[src/rtl/bcd_pkg.sv]
// Shared types and constants for the sequential binary-to-BCD converter.
package bcd_pkg;

  typedef enum logic {IDLE, SHIFT} state_t;

  localparam logic [3:0]  BCD_ERR_NIBBLE = 4'hE;
  localparam logic [26:0] BCD_MAX_8DIG   = 27'd99_999_999;

  function automatic int cnt_w(input int w);
    return (w < 2) ? 1 : $clog2(w);
  endfunction

  // Largest value representable in 'digits' decimal digits (10^digits - 1).
  function automatic logic [63:0] bcd_max(input int digits);
    logic [63:0] p;
    p = 64'd1;
    for (int i = 0; i < digits; i++) p = p * 64'd10;
    return p - 64'd1;
  endfunction

endpackage

[src/rtl/bcd_add3.sv]
// Double-dabble digit correction: add 3 to a BCD nibble when it is 5 or more.
module bcd_add3 (
  input  logic [3:0] din,
  output logic [3:0] dout
);
  assign dout = (din >= 4'd5) ? din + 4'd3 : din;
endmodule

[src/rtl/bin_to_bcd_seq.sv]
// Iterative double-dabble converter, one input bit per clock, start/busy/done
// handshake; the result register only changes on the done edge.
import bcd_pkg::*;

module bin_to_bcd_seq #(
  parameter int WIDTH  = 27,
  parameter int DIGITS = 8
) (
  input  logic                  clk,
  input  logic                  rst_n,
  input  logic                  start,
  input  logic [WIDTH-1:0]      bin,
  output logic                  busy,
  output logic                  done,
  output logic [4*DIGITS-1:0]   bcd,
  output logic                  ovf
);

  localparam int          CW   = cnt_w(WIDTH);
  localparam logic [63:0] MAXV = bcd_max(DIGITS);

  state_t                   state, state_nxt;
  logic                     accept;
  logic [WIDTH-1:0]         binreg;
  logic [DIGITS-1:0][3:0]   scr, corr;
  logic [4*DIGITS-1:0]      corr_flat, shifted;
  logic [CW-1:0]            cnt;
  logic                     ovf_pend;
  logic                     last;

  genvar g;
  generate
    for (g = 0; g < DIGITS; g++) begin : g_dig
      bcd_add3 u_add3 (.din(scr[g]), .dout(corr[g]));
    end
  endgenerate

  assign corr_flat = corr;
  // Binary MSB feeds the scratch LSB; the top corrected bit falls off.
  assign shifted   = (corr_flat << 1) | {{(4*DIGITS-1){1'b0}}, binreg[WIDTH-1]};
  assign last      = (cnt == CW'(WIDTH-1));

  always_ff @(posedge clk) begin
    if (!rst_n) state <= IDLE;
    else        state <= state_nxt;
  end

  always_comb begin
    state_nxt = state;
    accept    = 1'b0;
    case (state)
      IDLE: if (start) begin
        state_nxt = SHIFT;
        accept    = 1'b1;
      end
      SHIFT: if (last) state_nxt = IDLE;
      default: state_nxt = IDLE;
    endcase
  end

  always_ff @(posedge clk) begin
    if (!rst_n) begin
      binreg   <= '0;
      scr      <= '0;
      cnt      <= '0;
      ovf_pend <= 1'b0;
      busy     <= 1'b0;
      done     <= 1'b0;
      bcd      <= '0;
      ovf      <= 1'b0;
    end else begin
      done <= 1'b0;
      if (accept) begin
        binreg   <= bin;
        scr      <= '0;
        cnt      <= '0;
        ovf_pend <= (64'(bin) > MAXV);
        busy     <= 1'b1;
      end else if (state == SHIFT) begin
        scr    <= shifted;
        binreg <= binreg << 1;
        cnt    <= cnt + 1'b1;
        if (last) begin
          // Timing is identical on overflow; only the written word differs.
          bcd  <= ovf_pend ? {DIGITS{BCD_ERR_NIBBLE}} : shifted;
          ovf  <= ovf_pend;
          done <= 1'b1;
          busy <= 1'b0;
        end
      end
    end
  end

endmodule

[config.mk]
export PLATFORM = sky130hd
export DESIGN_NAME = bin_to_bcd_seq
export DESIGN_NICKNAME = d
export VERILOG_FILES = /design/src/rtl/bcd_pkg.sv /design/src/rtl/bcd_add3.sv /design/src/rtl/bin_to_bcd_seq.sv
export SDC_FILE = /design/constraint.sdc
export NUM_CORES = 1
export LEC_CHECK = 0
export CORE_MARGIN = 2
export CORE_UTILIZATION = 35
export CTS_BUF_LIST = sky130_fd_sc_hd__clkbuf_4 sky130_fd_sc_hd__clkbuf_8
export CTS_CLUSTER_SIZE = 12
export DETAILED_ROUTE_END_ITERATION = 8
export GPL_ROUTABILITY_DRIVEN = 0
export PLACE_DENSITY_LB_ADDON = 0.1
export REMOVE_ABC_BUFFERS = 1
export SLEW_MARGIN = 15
export SYNTH_ARGS = -nofsm -noshare
export SYNTH_HDL_FRONTEND = slang
export SYNTH_SLANG_ARGS = --single-unit
[constraint.sdc]
create_clock -name clk -period 1.7 [get_ports clk]
set_input_delay 0.34 -clock clk [delete_from_list [all_inputs] [get_ports clk]]
set_output_delay 0.34 -clock clk [all_outputs]
set_load 0.02 [all_outputs]
==> results of run 1 <==
## power groups by stage
stage	Combinational (mW)	Clock (mW)	Sequential [mW]
6_report	0.637	1.57	2.51
2_1_floorplan	0.336	0	2.58
4_1_cts	0.636	1.64	2.51
5_1_grt	0.715	1.75	2.53
3_5_place_dp	0.635	0	2.56
3_3_place_gp	0.620	0	2.56
## layout by cell type (no fill, tap or decap), types with 15 or more instances in the layout
master and count:
nand2b_1 16, clkdlybuf4s50_1 32, inv_1 17, nand2_1 40, and2_1 27, ha_1 18, nor2_1 33, dfxtp_1 99
buf_4 26, a211oi_1 24, dlygate4sd2_1 16, o21ai_0 52, dlymetal6s2s_1 15, mux2i_1 28, a21oi_1 35
## routing by layer
metal  track usage [%]  part of all wire [%]  vias to the layer above
met2              25.8                    45                       61
met5                 0                     0                        -
met3              2.35                   2.8                       12
met1              22.7                    50                     1808
li1                  -                     -                     2060
met4              7.26                   2.0                        0
## cell usage after synthesis, types with 6 or more instances
master / instances
a211oi_1: 24
a21oi_1: 41
a31oi_1: 8
and2_1: 27
and3b_1: 8
buf_2: 12
buf_6: 6
clkbuf_1: 10
dfxtp_1: 101
ha_1: 18
inv_1: 17
mux2_2: 8
mux2i_1: 28
nand2_1: 40
nand2b_1: 16
nand3_1: 8
nor2_1: 33
nor2b_1: 8
nor3_1: 7
nor3b_1: 10
nor4_1: 8
o21ai_0: 52
o21ai_1: 14
o22ai_1: 8
xnor2_1: 9
## final timing paths
path                        start                     to  depth (start not counted)  slack (ns)
max          bcd[14]$_SDFFE_PN0P_                bcd[14]                          1        0.05
min                         rst_n  ovf_pend$_SDFFE_PN0P_                          3        0.40
max reg2reg  scr[21]$_SDFFE_PP0P_   scr[22]$_SDFFE_PP0P_                          7        0.13
min reg2reg      ovf$_SDFFE_PN0P_       ovf$_SDFFE_PN0P_                          2        0.47
## cell type report
type | instances | area (sq um)
tap | 176 | 220
clock inverter | 6 | 62.6
sequential | 101 | 2030
multi-input combinational | 395 | 2550
inverter | 18 | 67.6
fill | 1348 | 7350
clock buffer | 10 | 138
timing repair buffer | 94 | 928
## sequential cells by signal, indices dropped and copies added (netlist names)
signal    count
state         1
cnt           5
done          1
binreg       27
bcd          32
ovf           1
scr          32
ovf_pend      1
busy          1
## timing repair
action                     CTS  global route
setup endpoints to repair   16            24
gates resized for setup     16            24
hold buffers                 0             0
## logic make-up (layout without fill, tap and decap cells)
kind of cell,after synthesis,in the layout,share of synthesized area [%]
simple gates,178,178,20.1
compound gates,151,151,17.6
flops,101,101,42.1
buf+inv,51,128,5.62
mux,36,36,7.70
fa+ha+maj,18,18,4.69
xor+xnor,12,12,2.19
==> metrics, run 1 <==
status=completed; Tcrit/Tclk final=96.9%; synth top area cells=dfxtp_1, mux2i_1, o21ai_0, ha_1, a21oi_1; core area=13300 sq um; Place WS=-0.0792 ns; crit path cell chain=clkdlybuf4s50_1; Clk pin slew, worst setup/hold paths=0.09 ns; maximum vdd drop=0.000389 V; CTS Buf Count=9; Gate power share=13.5%; type of the worst min-delay path=input pin to register; H-tree depth=3; CTS tree=done; Post-CTS Setup Inserts=0; final core utilization=44.9%; row cnt=42; Final Cell Area=5990 sq um; final hold violation count=0; share of layout cells above drive strength 1=11.2%; Top delay family on crit path=buffers and inverters; number of synthesized flops with an enable pin=0; worst slew pin tran=0.414 ns; area grow syn2layout=24.7%; pwr/cell area=788 nW/um^2; global route total overflow=0; yosys warns=0; Area after DPL=5740 sq um; Seq/Total Area, Yosys=42.1%; initial antenna violation count=0; CP peak stage delay=0.60 ns; Max-Slew Margin vs Limit=72.3%; placed cell count=784; DP HPWL=7.94 mm; Buf/Inv on CP=1; Post-Syn Area per Cell=8.79 sq um; worst-path fanout max=2; worst endpoint required time=1.36 ns; fmax=607 MHz; clock power share=33.3%; Die H=121 um; sw frac=26.4%; Synth top area share=42.1%; ANT cells=0; Initial Utilization=36.0%; Yosys reg bits=101; Post-Syn Instances=547; clock latency on the worst-skew pair=0.38 ns; post-route setup TNS=0 ns; mapped cell area=4810 sq um; WL final=11.5 mm; Nets=667; Setup Viol. Count Final=0; vias in the first global route=3726; I/O pin total=65; Synth cell types=41; leakage power=2.56 nW; Int Power=3.48 mW; drt drc=0; Min Hold Slack=0.395 ns; Startpoint Class=register; Slew Limit Fails=0; Worst EP arrival=1.31 ns; Overall Power=4.72 mW; WS Path Type=register to output pin; WL per Instance=14.4 um; vias post-DR=3941; Post-synth top flop=dfxtp_1; unrepaired setup endpoints after global routing=no; Async S/R FF share, synth=0%; worst clock skew=0.0123 ns; area leader, netlist=dfxtp_1; Reg power frac=53.2%; gr usage total=16.5%; maxcap violations=0; Total Die Area=14700 sq um; first-pass GRT wire length=19.0 mm; root cell of the clock tree=clkbuf_8; CP max-delay cell=clkdlybuf4s50_1; final cell count without fillers=800; clk sinks=101; number of iterations in the first detailed-routing pass=4; input/output buffers=64; Critical Path End Type=output pin; largest net degree at the start of global routing=40; Die X=121 um; Antenna Nets Post-Route=0; Switch Pwr=1.25 mW; CTS max path bufs=2; Vias/cell=4.93; Min Clock Period, post-route=1.65 ns; Detailed Route Iter0 Violations=217; Setup WS post-layout=0.0523 ns
Note: power is estimated with default switching activity, not from simulation.
==> run 2, diff against run 1 <==
HOLD_SLACK_MARGIN = 0.12   (was not set)
==> results of run 2 <==
Same layout as run 1: the final DEF is identical, and so are final timing and power.
==> run 3, diff against run 2 <==
SKIP_CTS_REPAIR_TIMING = 1   (was not set)
==> run 3 against run 2 <==
Net effect:
- non-clock buffer count is the same
- die area is the same
- clock power is essentially flat
- maximum frequency shrank 0.11%
- via count grew 0.28%
- critical endpoint is now bcd[22]
- sequential power is essentially flat
- largest cell class unchanged
- flip-flop and latch count is the same
- largest power group unchanged
- final area grew 1.0%
- register-to-register slack is essentially flat
- setup slack lost 0.0018 ns
- hold slack lost 0.00060 ns
==> metrics, run 3 (synthesized netlist as in run 1, its figures left out) <==
final core utilization=45.4% (was 44.9%); row cnt=42 (unchanged); WL per Instance=14.4 um (about the same); sw frac=26.4% (about the same); leakage power=2.78 nW (was 2.56 nW); HP Start=rst_n (unchanged); ANT cells=0 (unchanged); share of layout cells above drive strength 1=11.2% (unchanged); Hold Crit Depth=3 (unchanged); input/output buffers=64 (unchanged); root cell of the clock tree=clkbuf_8 (unchanged); commonest non-fill, non-tap cell in the layout=dfxtp_1 (unchanged); vias in the first global route=3726 (unchanged); clock latency on the worst-skew pair=0.38 ns (about the same); most frequent cells in the layout=dfxtp_1, o21ai_0, nand2_1 (unchanged); Largest regs=bcd x32, scr x32, binreg x27 (unchanged); Initial Utilization=36.0% (unchanged); Startpoint Class=register (unchanged); CP Capture Point=bcd[22] (was bcd[14]); Reg-to-Reg End=scr[22]$_SDFFE_PP0P_ (unchanged); WL final=11.6 mm (was 11.5 mm); initial antenna violation count=0 (unchanged); crit path cell chain=clkdlybuf4s50_1 (unchanged); status=completed (unchanged); Total Die Area=14700 sq um (unchanged); Die X=121 um (unchanged); number of iterations in the first detailed-routing pass=4 (unchanged); Setup Viol. Count Final=0 (unchanged); Vias/cell=4.94 (was 4.93); Min Hold Slack=0.395 ns (about the same); Antenna Nets Post-Route=0 (unchanged); core area=13300 sq um (unchanged); fill cell count=1336 (was 1348); Slew Limit Fails=0 (unchanged); Reg power frac=53.2% (about the same); worst endpoint required time=1.36 ns (about the same); CTS Buf Count=9 (unchanged); Setup WS post-layout=0.0505 ns (was 0.0523 ns); DP HPWL=7.94 mm (unchanged); WS Path Type=register to output pin (unchanged); Nets=667 (unchanged); CTS max path bufs=2 (unchanged); Clk pin slew, worst setup/hold paths=0.09 ns (about the same); worst clock skew=0.0120 ns (was 0.0123 ns); clk sinks=101 (unchanged); Detailed Route Iter0 Violations=208 (was 217); Switch Pwr=1.25 mW (about the same); Worst EP arrival=1.31 ns (about the same); register area=2030 sq um (unchanged); Max-Slew Margin vs Limit=72.5% (was 72.3%); Top delay family on crit path=buffers and inverters (unchanged); Tcrit/Tclk final=97.0% (was 96.9%); Gate power share=13.5% (about the same); CP peak stage delay=0.60 ns (about the same); maxcap violations=0 (unchanged); Overall Power=4.72 mW (about the same); fmax=606 MHz (was 607 MHz); clock power share=33.3% (about the same); drt drc=0 (unchanged); Min Clock Period, post-route=1.65 ns (about the same); worst slew pin tran=0.412 ns (was 0.414 ns); I/O pin total=65 (unchanged); vias post-DR=3952 (was 3941); final hold violation count=0 (unchanged); R2R depth=7 (unchanged); Crit path depth=1 (unchanged); Critical Path End Type=output pin (unchanged); Buf/Inv on CP=1 (unchanged); pwr/cell area=780 nW/um^2 (was 788 nW/um^2); CP max-delay cell=clkdlybuf4s50_1 (unchanged); first-pass GRT wire length=19.0 mm (unchanged); type of the worst min-delay path=input pin to register (unchanged); Int Power=3.48 mW (about the same); Place WS=-0.0792 ns (unchanged); largest net degree at the start of global routing=40 (unchanged); maximum vdd drop=0.000389 V (about the same); worst-path fanout max=2 (unchanged); CP startpoint=bcd[22]$_SDFFE_PN0P_ (was bcd[14]$_SDFFE_PN0P_); R2R Setup Slk=0.12 ns (was 0.13 ns); H-tree depth=3 (unchanged); gr usage total=16.5% (unchanged); RR Startpoint=scr[21]$_SDFFE_PP0P_ (unchanged); area grow syn2layout=25.9% (was 24.7%); CTS tree=done (unchanged); Die H=121 um (unchanged); unrepaired setup endpoints after global routing=no (unchanged); Multi-input gate area=2550 sq um (unchanged); global route total overflow=0 (unchanged)
## run 3: worst min-delay path by stage
| stage | endpoint | slack, ns |
|---|---|---|
| 2_1_floorplan | state$_SDFF_PN0_ | 0.46 |
| 3_5_place_dp | ovf$_SDFFE_PN0P_ | 0.46 |
| 5_1_grt | ovf_pend$_SDFFE_PN0P_ | 0.40 |
| 3_3_place_gp | ovf$_SDFFE_PN0P_ | 0.44 |
| 4_1_cts | ovf_pend$_SDFFE_PN0P_ | 0.38 |
| 6_report | ovf_pend$_SDFFE_PN0P_ | 0.39 |
## run 3: per-layer routing
layer,wire [um],vias up,part of all wire (%),track usage [%]
met4,233,0,2.0,7.26
met1,5830,1815,50,22.7
li1,-,2061,-,-
met2,5190,63,45,25.8
met3,301,13,2.6,2.35
met5,0,-,0,0
## run 3: per-stage QoR
stage | area [sq um] | TNS, ns | cells
floorplan | 4600 | -144.71 | 514
global placement | 5740 | -0.0313 | 784
detailed placement | 5740 | -1.01 | 784
CTS | 5940 | -0.264 | 800
global route | 6050 | 0 | 800
finish | 6050 | 0 | 800
## run 3: power groups by stage
stage / Combinational (mW) / Sequential (mW) / Clock [mW]
3_3_place_gp: 0.620 / 2.56 / 0
6_report: 0.639 / 2.51 / 1.57
4_1_cts: 0.637 / 2.51 / 1.64
5_1_grt: 0.716 / 2.53 / 1.75
2_1_floorplan: 0.336 / 2.58 / 0
3_5_place_dp: 0.635 / 2.56 / 0
## run 3: layout make-up
class	count	area share, %
clock buffers	10	2.27
clock inverters	6	1.03
inverters	18	1.12
multi-input cells	395	42.1
flip-flops and latches	101	33.5
well taps	176	3.64
repair buffers	94	16.3
## run 3: tightest hold or removal path: stages
cell and delay [ns]:
buf_2 0.21, o21ai_0 0.12, a311oi_1 0.05
